`config.mk`:
```
export PLATFORM = sky130hd
export DESIGN_NAME = control_sequencer_flat
export DESIGN_NICKNAME = d
export VERILOG_FILES = /design/src/rtl/control_sequencer_pkg.sv /design/src/rtl/control_sequencer_if.sv /design/src/rtl/control_sequencer_ctrl_decode.sv /design/src/rtl/control_sequencer.sv /design/src/flat_wrapper.sv
export SDC_FILE = /design/constraint.sdc
export NUM_CORES = 1
export LEC_CHECK = 0
export BUFFER_PORTS_ARGS = -buffer_cell sky130_fd_sc_hd__buf_2
export CAP_MARGIN = 20
export CORE_UTILIZATION = 41
export CTS_CLUSTER_DIAMETER = 40
export DETAILED_ROUTE_END_ITERATION = 8
export GPL_TIMING_DRIVEN = 1
export HOLD_SLACK_MARGIN = 0.06
export MAX_ROUTING_LAYER = met4
export PLACE_DENSITY_LB_ADDON = 0.15
export SLEW_MARGIN = 20
export SYNTH_ARGS = -nofsm -noshare
export SYNTH_HDL_FRONTEND = slang
export SYNTH_HIERARCHICAL = 1
export SYNTH_SLANG_ARGS = --single-unit
```
`constraint.sdc`:
```
create_clock -name clk -period 2.57 [get_ports clk]
set_input_delay 0.514 -clock clk [delete_from_list [all_inputs] [get_ports clk]]
set_output_delay 0.514 -clock clk [all_outputs]
set_load 0.05 [all_outputs]
```
`src/rtl/control_sequencer_pkg.sv`:
```
// ----------------------------------------------------------------------------
// cpu4_pkg
// Shared definitions for the 4-bit CPU control sequencer: FSM state encoding,
// instruction class and control sub-op codes, ControlWord bit positions and
// a helper that packs ControlWord fields.
// No ports (package).
// ----------------------------------------------------------------------------
package cpu4_pkg;

    typedef enum logic [2:0] {
        ST_IDLE,
        ST_FETCH,
        ST_DECODE,
        ST_EXEC,
        ST_WAIT_IN,
        ST_HALT
    } state_e;

    // Instruction class, taken from instr[15:14]
    localparam logic [1:0] CLS_ALU_RR = 2'b00;
    localparam logic [1:0] CLS_ALU_RI = 2'b01;
    localparam logic [1:0] CLS_LOAD   = 2'b10;
    localparam logic [1:0] CLS_CTRL   = 2'b11;

    // Control sub-op, taken from instr[13:12] when the class is CLS_CTRL
    localparam logic [1:0] SUB_HALT = 2'b00;
    localparam logic [1:0] SUB_JMP  = 2'b01;
    localparam logic [1:0] SUB_JZ   = 2'b10;
    localparam logic [1:0] SUB_NOP  = 2'b11;

    // ControlWord bit positions
    localparam int CW_DA_LSB = 11;
    localparam int CW_AA_LSB = 9;
    localparam int CW_BA_LSB = 7;
    localparam int CW_MB     = 6;
    localparam int CW_FS_LSB = 2;
    localparam int CW_MD     = 1;
    localparam int CW_NWE    = 0;

    // No write, everything else zero
    localparam logic [12:0] CW_IDLE = 13'h0001;

    function automatic logic [12:0] make_cw(
        input logic [1:0] da,
        input logic [1:0] aa,
        input logic [1:0] ba,
        input logic       mb,
        input logic [3:0] fs,
        input logic       md,
        input logic       nwe
    );
        logic [12:0] cw;
        cw                    = '0;
        cw[CW_DA_LSB +: 2]    = da;
        cw[CW_AA_LSB +: 2]    = aa;
        cw[CW_BA_LSB +: 2]    = ba;
        cw[CW_MB]             = mb;
        cw[CW_FS_LSB +: 4]    = fs;
        cw[CW_MD]             = md;
        cw[CW_NWE]            = nwe;
        return cw;
    endfunction

endpackage

```
`src/rtl/control_sequencer_if.sv`:
```
// ----------------------------------------------------------------------------
// control_sequencer_if
// Groups the program-memory bus and the data_in handshake of the sequencer.
//   imem_addr [PC_W] : program memory address (sequencer -> memory)
//   imem_data [16]   : instruction word, one cycle after imem_addr
//   in_valid         : external data_in is valid
//   in_ready         : sequencer accepts data_in this cycle
// Modports: master = sequencer side, slave = memory / input source side.
// ----------------------------------------------------------------------------
interface control_sequencer_if #(
    parameter int PC_W = 8
);
    logic [PC_W-1:0] imem_addr;
    logic [15:0]     imem_data;
    logic            in_valid;
    logic            in_ready;

    modport master (
        output imem_addr,
        input  imem_data,
        input  in_valid,
        output in_ready
    );

    modport slave (
        input  imem_addr,
        output imem_data,
        output in_valid,
        input  in_ready
    );
endinterface

```
`src/rtl/control_sequencer_ctrl_decode.sv`:
```
// ----------------------------------------------------------------------------
// ctrl_decode
// Combinational map from FSM state and latched instruction to the datapath
// ControlWord and ConstantIn.
//   state       : current sequencer state
//   ir          : latched instruction register
//   in_valid    : input handshake valid (only used while waiting for a load)
//   control_word: DA,AA,BA,MB,FS,MD,nWE
//   constant_in : immediate operand for register-immediate ALU ops
// ----------------------------------------------------------------------------
module ctrl_decode
    import cpu4_pkg::*;
(
    input  state_e      state,
    input  logic [15:0] ir,
    input  logic        in_valid,
    output logic [12:0] control_word,
    output logic [3:0]  constant_in
);

    always_comb begin
        control_word = CW_IDLE;
        constant_in  = '0;
        case (state)
            ST_EXEC: begin
                case (ir[15:14])
                    CLS_ALU_RR: control_word = make_cw(ir[13:12], ir[11:10], ir[9:8],
                                                       1'b0, ir[7:4], 1'b0, 1'b0);
                    CLS_ALU_RI: begin
                        control_word = make_cw(ir[13:12], ir[11:10], ir[9:8],
                                               1'b1, ir[7:4], 1'b0, 1'b0);
                        constant_in  = ir[3:0];
                    end
                    default: ;
                endcase
            end
            // The load writes on the edge where in_valid is seen, so nWE
            // follows in_valid combinationally here.
            ST_WAIT_IN: control_word = make_cw(ir[13:12], ir[11:10], ir[9:8],
                                               1'b0, ir[7:4], 1'b1, ~in_valid);
            default: ;
        endcase
    end

endmodule

```
`src/rtl/control_sequencer.sv`:
```
// ----------------------------------------------------------------------------
// control_sequencer
// Multicycle control unit for the 4-bit datapath: fetches 16-bit
// instructions, decodes them and sequences one register write each.
//   clk, nRST    : clock, asynchronous active-low reset
//   start        : pulse to begin execution at address 0 from IDLE or HALT
//   bus          : program memory bus and data_in handshake (master side)
//   Reg0..Reg3   : datapath register contents, used by JZ
//   ControlWord  : DA,AA,BA,MB,FS,MD,nWE to the datapath
//   ConstantIn   : immediate operand
//   busy, halted : status
// ----------------------------------------------------------------------------
module control_sequencer
    import cpu4_pkg::*;
#(
    parameter int PC_W = 8
)
(
    input  logic                clk,
    input  logic                nRST,
    input  logic                start,
    control_sequencer_if.master bus,
    input  logic [3:0]          Reg0,
    input  logic [3:0]          Reg1,
    input  logic [3:0]          Reg2,
    input  logic [3:0]          Reg3,
    output logic [12:0]         ControlWord,
    output logic [3:0]          ConstantIn,
    output logic                busy,
    output logic                halted
);

    state_e          state_q, state_d;
    logic [PC_W-1:0] pc_q, pc_d;
    logic [15:0]     ir_q, ir_d;
    logic            armed_q;

    logic [3:0]      reg_aa;
    logic [PC_W-1:0] pc_inc;
    logic [PC_W-1:0] jump_target;

    // Register selected by the AA field, for the JZ zero test
    always_comb begin
        case (ir_q[11:10])
            2'd0:    reg_aa = Reg0;
            2'd1:    reg_aa = Reg1;
            2'd2:    reg_aa = Reg2;
            default: reg_aa = Reg3;
        endcase
    end

    assign pc_inc      = pc_q + PC_W'(1);
    assign jump_target = PC_W'(ir_q[7:0]);

    always_comb begin
        state_d = state_q;
        pc_d    = pc_q;
        ir_d    = ir_q;
        case (state_q)
            // armed_q keeps a start pulse that coincides with reset release
            // from launching execution.
            ST_IDLE, ST_HALT: begin
                if (start && armed_q) begin
                    pc_d    = '0;
                    state_d = ST_FETCH;
                end
            end
            ST_FETCH:  state_d = ST_DECODE;
            ST_DECODE: begin
                ir_d    = bus.imem_data;
                state_d = ST_EXEC;
            end
            ST_EXEC: begin
                state_d = ST_FETCH;
                case (ir_q[15:14])
                    CLS_ALU_RR, CLS_ALU_RI: pc_d = pc_inc;
                    CLS_LOAD:               state_d = ST_WAIT_IN;
                    default: begin
                        case (ir_q[13:12])
                            SUB_HALT: state_d = ST_HALT;
                            SUB_JMP:  pc_d = jump_target;
                            SUB_JZ:   pc_d = (reg_aa == 4'd0) ? jump_target : pc_inc;
                            default:  pc_d = pc_inc;
                        endcase
                    end
                endcase
            end
            ST_WAIT_IN: begin
                if (bus.in_valid) begin
                    pc_d    = pc_inc;
                    state_d = ST_FETCH;
                end
            end
            default: state_d = ST_IDLE;
        endcase
    end

    always_ff @(posedge clk or negedge nRST) begin
        if (!nRST) begin
            state_q <= ST_IDLE;
            pc_q    <= '0;
            ir_q    <= '0;
            armed_q <= 1'b0;
        end else begin
            state_q <= state_d;
            pc_q    <= pc_d;
            ir_q    <= ir_d;
            armed_q <= 1'b1;
        end
    end

    assign bus.imem_addr = pc_q;
    assign bus.in_ready  = (state_q == ST_WAIT_IN);
    assign busy          = (state_q != ST_IDLE) && (state_q != ST_HALT);
    assign halted        = (state_q == ST_HALT);

    ctrl_decode u_ctrl_decode (
        .state        (state_q),
        .ir           (ir_q),
        .in_valid     (bus.in_valid),
        .control_word (ControlWord),
        .constant_in  (ConstantIn)
    );

endmodule

```
`src/flat_wrapper.sv`:
```
// flat-port wrapper written by rule: the top's interface ports become plain ports
module control_sequencer_flat import cpu4_pkg::*;
#(
    parameter int PC_W = 8
)
  (clk, nRST, start, Reg0, Reg1, Reg2, Reg3, ControlWord, ConstantIn, busy, halted, bus_imem_addr, bus_imem_data, bus_in_valid, bus_in_ready);
  control_sequencer_if #(.PC_W(PC_W)) bus_i ();
  input  logic clk;
  input  logic nRST;
  input  logic start;
  input  logic [3:0] Reg0;
  input  logic [3:0] Reg1;
  input  logic [3:0] Reg2;
  input  logic [3:0] Reg3;
  output logic [12:0] ControlWord;
  output logic [3:0] ConstantIn;
  output logic busy;
  output logic halted;
  output wire logic [$bits(bus_i.imem_addr)-1:0] bus_imem_addr;
  input wire logic [$bits(bus_i.imem_data)-1:0] bus_imem_data;
  input wire logic [$bits(bus_i.in_valid)-1:0] bus_in_valid;
  output wire logic [$bits(bus_i.in_ready)-1:0] bus_in_ready;
  assign bus_imem_addr = bus_i.imem_addr;
  assign bus_i.imem_data = bus_imem_data;
  assign bus_i.in_valid = bus_in_valid;
  assign bus_in_ready = bus_i.in_ready;
  control_sequencer #(.PC_W(PC_W)) u_core (.clk(clk), .nRST(nRST), .start(start), .bus(bus_i), .Reg0(Reg0), .Reg1(Reg1), .Reg2(Reg2), .Reg3(Reg3), .ControlWord(ControlWord), .ConstantIn(ConstantIn), .busy(busy), .halted(halted));
endmodule
```
# Word level (Yosys, flattened, before mapping)
# Index checks and enable logic that the tools add are counted.
# word_totals
mem_bits_ro	0
ram_bits	0
memories	0
elab_cells	51
input_bits	36
register_bits	28
latchBits	0
out_inout_bits	28
# op_classes
bitwise	1
eq_ne	16
n_reduce_logical	13
magnitude_cmp	0
n_addsub	1
div_mod_pow	0
multipliers	0
n_shift	0
mux	16
# ops
operator	n
one-hot mux 13 bit (2 select lines)	2
one-hot mux 8 bit (3 select lines)	2
two-way mux 8 bit	3
one-hot mux 8 bit (2 select lines)	1
one-hot mux 3 bit (5 select lines)	1
one-hot mux 4 bit (3 select lines)	1
two-way mux 3 bit	3
adder 8 x 1 -> 8 bit, second input constant	1
two-way mux 4 bit	2
equality test 2 x 1 -> 1 bit, second input constant	3
equality test 2 bit, second input constant	3
equality test 3 x 2 -> 1 bit, second input constant	2
equality test 3 bit, second input constant	2
zero test 2 bit	3
inequality test 3 bit, second input constant	2
one-hot mux 3 bit (2 select lines)	1
nonzero test 3 bit	2
AND reduction 5 bit	1
zero test 4 bit	1
inequality test 2 bit, second input constant	2
OR reduction 2 bit	2
equality test 3 x 1 -> 1 bit, second input constant	1
zero test 3 bit	1
logical AND 1 bit	2
3 further kinds	3

# Depth between registers and ports, before layout
# logic_depth
ltp_word	7
ltp_mapped	8
mapped_depth_nobuf	7

# By module
# The synthesis kept the hierarchy.
# modules_own_cells
mod	cells_each	area_each_um2	instances	seq_area_each_um2
control_sequencer	190	1929.4	1	700.7
ctrl_decode	27	212.7	1	0.0

# Worst setup path before layout
# OpenSTA, ideal clock, no wires.
# synth_path
kind	reg-to-output
from	register u_core.state_q[2]
to	output port ControlWord[0]
stages_incl_launch_ff	4
t_required_ps	2056
n_path_buf	0
arrival_time_ps	2049
setup_slack_ps	7
path_cell_list	dfrtp_1 > or3b_1 > inv_1 > a21boi_0
# synth_via
elab_chain_cells	2
elab_cells_between_ends	3
classes_between	eq/ne: 2; mux: 1
# synth_lines
element	line_no	rtl
from (decl)	control_sequencer.sv:33	state_e state_q, state_d;
from (signal assigned)	control_sequencer.sv:105	state_q <= state_d;
equality test 3 bit or equality test 3 x 2 -> 1 bit (tied branches)	control_sequencer_ctrl_decode.sv:24	case (state)
one-hot mux 13 bit (2 select lines) *	control_sequencer_ctrl_decode.sv:24	
to (decl)	flat_wrapper.sv:15	output logic [12:0] ControlWord;
# Every way passes the cells marked *; elsewhere a longest branch is shown, timed or not.

# Final worst setup path
# layout_path
from	register u_core.state_q[0]
to	output port ControlWord[12]
# Same word-level chain as after synthesis.

==> results.ini <==
[outcome]
status = complete, no violations

[setup_path]
cp-startpoint = u_core/state_q[0]$_DFFE_PN0P_
reg2regPathDepth = 6
critPathKind = flip-flop to primary output
crit_required_ns = 2.06
arrival_ns = 1.80
r2r_setup_slack_ns = 0.55
crit_path_end_kind = primary output
r2r_start = u_core/state_q[0]$_DFFE_PN0P_
startpoint_type = flip-flop
reg2reg_to = u_core/bus.imem_addr[7]$_DFFE_PN0P_
cp_max_fo = 11

[yosys]
synthArstFlopShare_pct = 100.0
yosys_warnings = 6
yosys_register_bits = 28
yosysSeqAreaShare_pct = 32.71
synthTopCellsByArea = dfrtp_1 33%, mux2_2 6.8%, a21boi_2 5.8%
synth.most_common_cell = dfrtp_1
syn_area_um2 = 2142
yosysUniqueCellTypes = 71
syn_inst = 217
synthMuxAreaShare_pct = 7.301
yosys.area_share.simple_pct = 22.31
synth_common_cells = 28 x dfrtp_1, 15 x nand2_1, 13 x mux2_2, 12 x o21ai_0
synth_largest_type_area_fraction_pct = 32.71
synth_ff_type = dfrtp_1
synth_xor_area_share_pct = 1.636
synth_nets = 257
synth_top_cell_by_area = dfrtp_1
synth_edf_count = 0
synth_compound_area_share_pct = 27.92
synth_fa_ha_area_share_pct = 2.336
synth_top_family_by_area = compound AO/OA/AOI/OAI gates
syn_avg_cell_area_um2 = 9.871

[drt]
first_pass_iters = 4
via_per_inst = 5.532
vias = 1903
drc = 0
drt_iter0_drc = 69
routed_wl_um = 5258
wire_per_inst_um = 15.28
drtAntennaViolNets = 0

[die]
num_rows = 25
design.die.area_um2 = 5518
die-height_um = 74.28
initial_utilization_pct = 43.90
io_pins = 64
die_w_um = 74.28
core-area_um2 = 4880

[clocking]
post_cts_resized = 0
clock_latency_ns = 0.29
clockBufferDepth = 2
cts_tree = built
cts_sinks = 28
h-tree-depth = 1
cts_root_buf = clkbuf_8
clkTransAtPathRegs_ns = 0.11
post_cts_buffers = 0
holdBufCountCts = 0
cts_inserted_buffers = 3

[placement]
gp_congestion = 0.8047
place_hpwl_um = 3910
place_ws_ns = 0.5497
port_buffers = 63

[final_layout]
fillers = 465
seqCellArea_um2 = 700.7
areaGrowthSynthToFinish_pct = 20.27
multiInputGateArea_um2 = 1326
drive_above_1_share_pct = 42.60
n_antenna_cell = 0
fin_nets = 318

[power]
p_sw_uw = 1801
power_leakage_uw = 0.001199
fin_total_pwr_uw = 3450
ir_drop_mv = 0.5357
power.share.clock_pct = 10.4
pwr-share-seq_pct = 25.1
comb_power_share_pct = 64.5
swShare_pct = 52.21
p_int_uw = 1649
power_density_nw_per_um2 = 1339

[timing]
rsz0062_at_grt = no
period_share_pct = 90.23
maxSlewViolCount = 0
setup_slack_ns = 0.2512
holdWs_ns = 0.2360
final.setup.tns_ns = 0
worst_pin_slew_ns = 0.6396
fin_crit_ns = 2.319
max_freq_ghz = 0.4313
finalHoldViolCount = 0
finClkSkew_ns = 0.01156
setup_viol = 0
relSlewSlack_pct = 57.36

[min_path]
hp-class = primary input to asynchronous set/reset pin

[global_routing]
grt_pass1_vias = 1781
grt_overflow = 0
antenna_found_initial = 0
grt_max_degree = 29
grt.total_usage_pct = 21.24
grt_pass1_wl_um = 8556

[flow_run]
cap_violations = 0

cell type report:
class	count	area share, %
clock buffer	3	1.603
timing repair buffer	68	13.70
inverter	11	1.603
sequential	28	27.20
multi-input combinational	166	51.48
clock inverter	1	1.166
tap	67	3.254
cell families after synthesis:
group                      count (synthesis)
AOI/OAI and AO/OA                         70
DFF                                       28
xor gates and xnor gates                   4
other                                      1
adders and majority gates                  4
and+or+nand+nor                           73
buffers and inverters                     23
muxes                                     14
cells in the final DEF (no fill, tap or decap), types with 7 or more instances in the layout:
cell type,n
buf_2,63
dfrtp_1,28
nand2_1,15
mux2_2,13
o21ai_0,12
nor2_1,11
a21boi_2,11
inv_1,10
nand3_1,8
a21oi_1,7
nor3_1,7
stage by stage:
step	instances	utilization [%]	area, µm²
after detailed placement	340	51.33	2505
after global routing	344	52.79	2576
after CTS	344	52.79	2576
final	344	52.79	2576
after global placement	340	51.33	2505
after floorplan	217	-	2142
per-layer routing:
metal	up-vias	track usage (%)	routed length, µm
met2	60	35.56	2609
met4	0	6.709	70
met1	912	26.86	2336
li1	925	-	-
met5	-	-	0
met3	6	2.439	241
critical path: stages, from the launching register on:
cell and delay [ns]:
dfrtp_1 0.38, or3b_1 0.64, a21boi_2 0.23, buf_2 0.27
registers in the layout, summed over array words and instances (netlist names):
| register | flops |
|---|---|
| u_core/armed_q | 1 |
| u_core/bus.imem_addr | 8 |
| u_core/ir_q | 16 |
| u_core/state_q | 3 |
power groups by stage:
stage / registers (µW) / logic [µW] / clock network [µW]
2_1_floorplan: 961 / 1680 / 0
3_3_place_gp: 878 / 2200 / 0
3_5_place_dp: 879 / 2210 / 0
4_1_cts: 871 / 2220 / 369
5_1_grt: 901 / 2420 / 383
6_report: 866 / 2220 / 360
worst max-delay path by stage:
stage	to	slack, ns	cells past startpoint
finish	ControlWord[12]	0.25	3
global route	ControlWord[0]	0.04	4
CTS	ControlWord[2]	0.22	3
detailed placement	ControlWord[2]	0.55	3
global placement	ControlWord[11]	0.56	3
floorplan	ControlWord[0]	0.007	3
No activity file was read; power rests on OpenSTA's default activity.
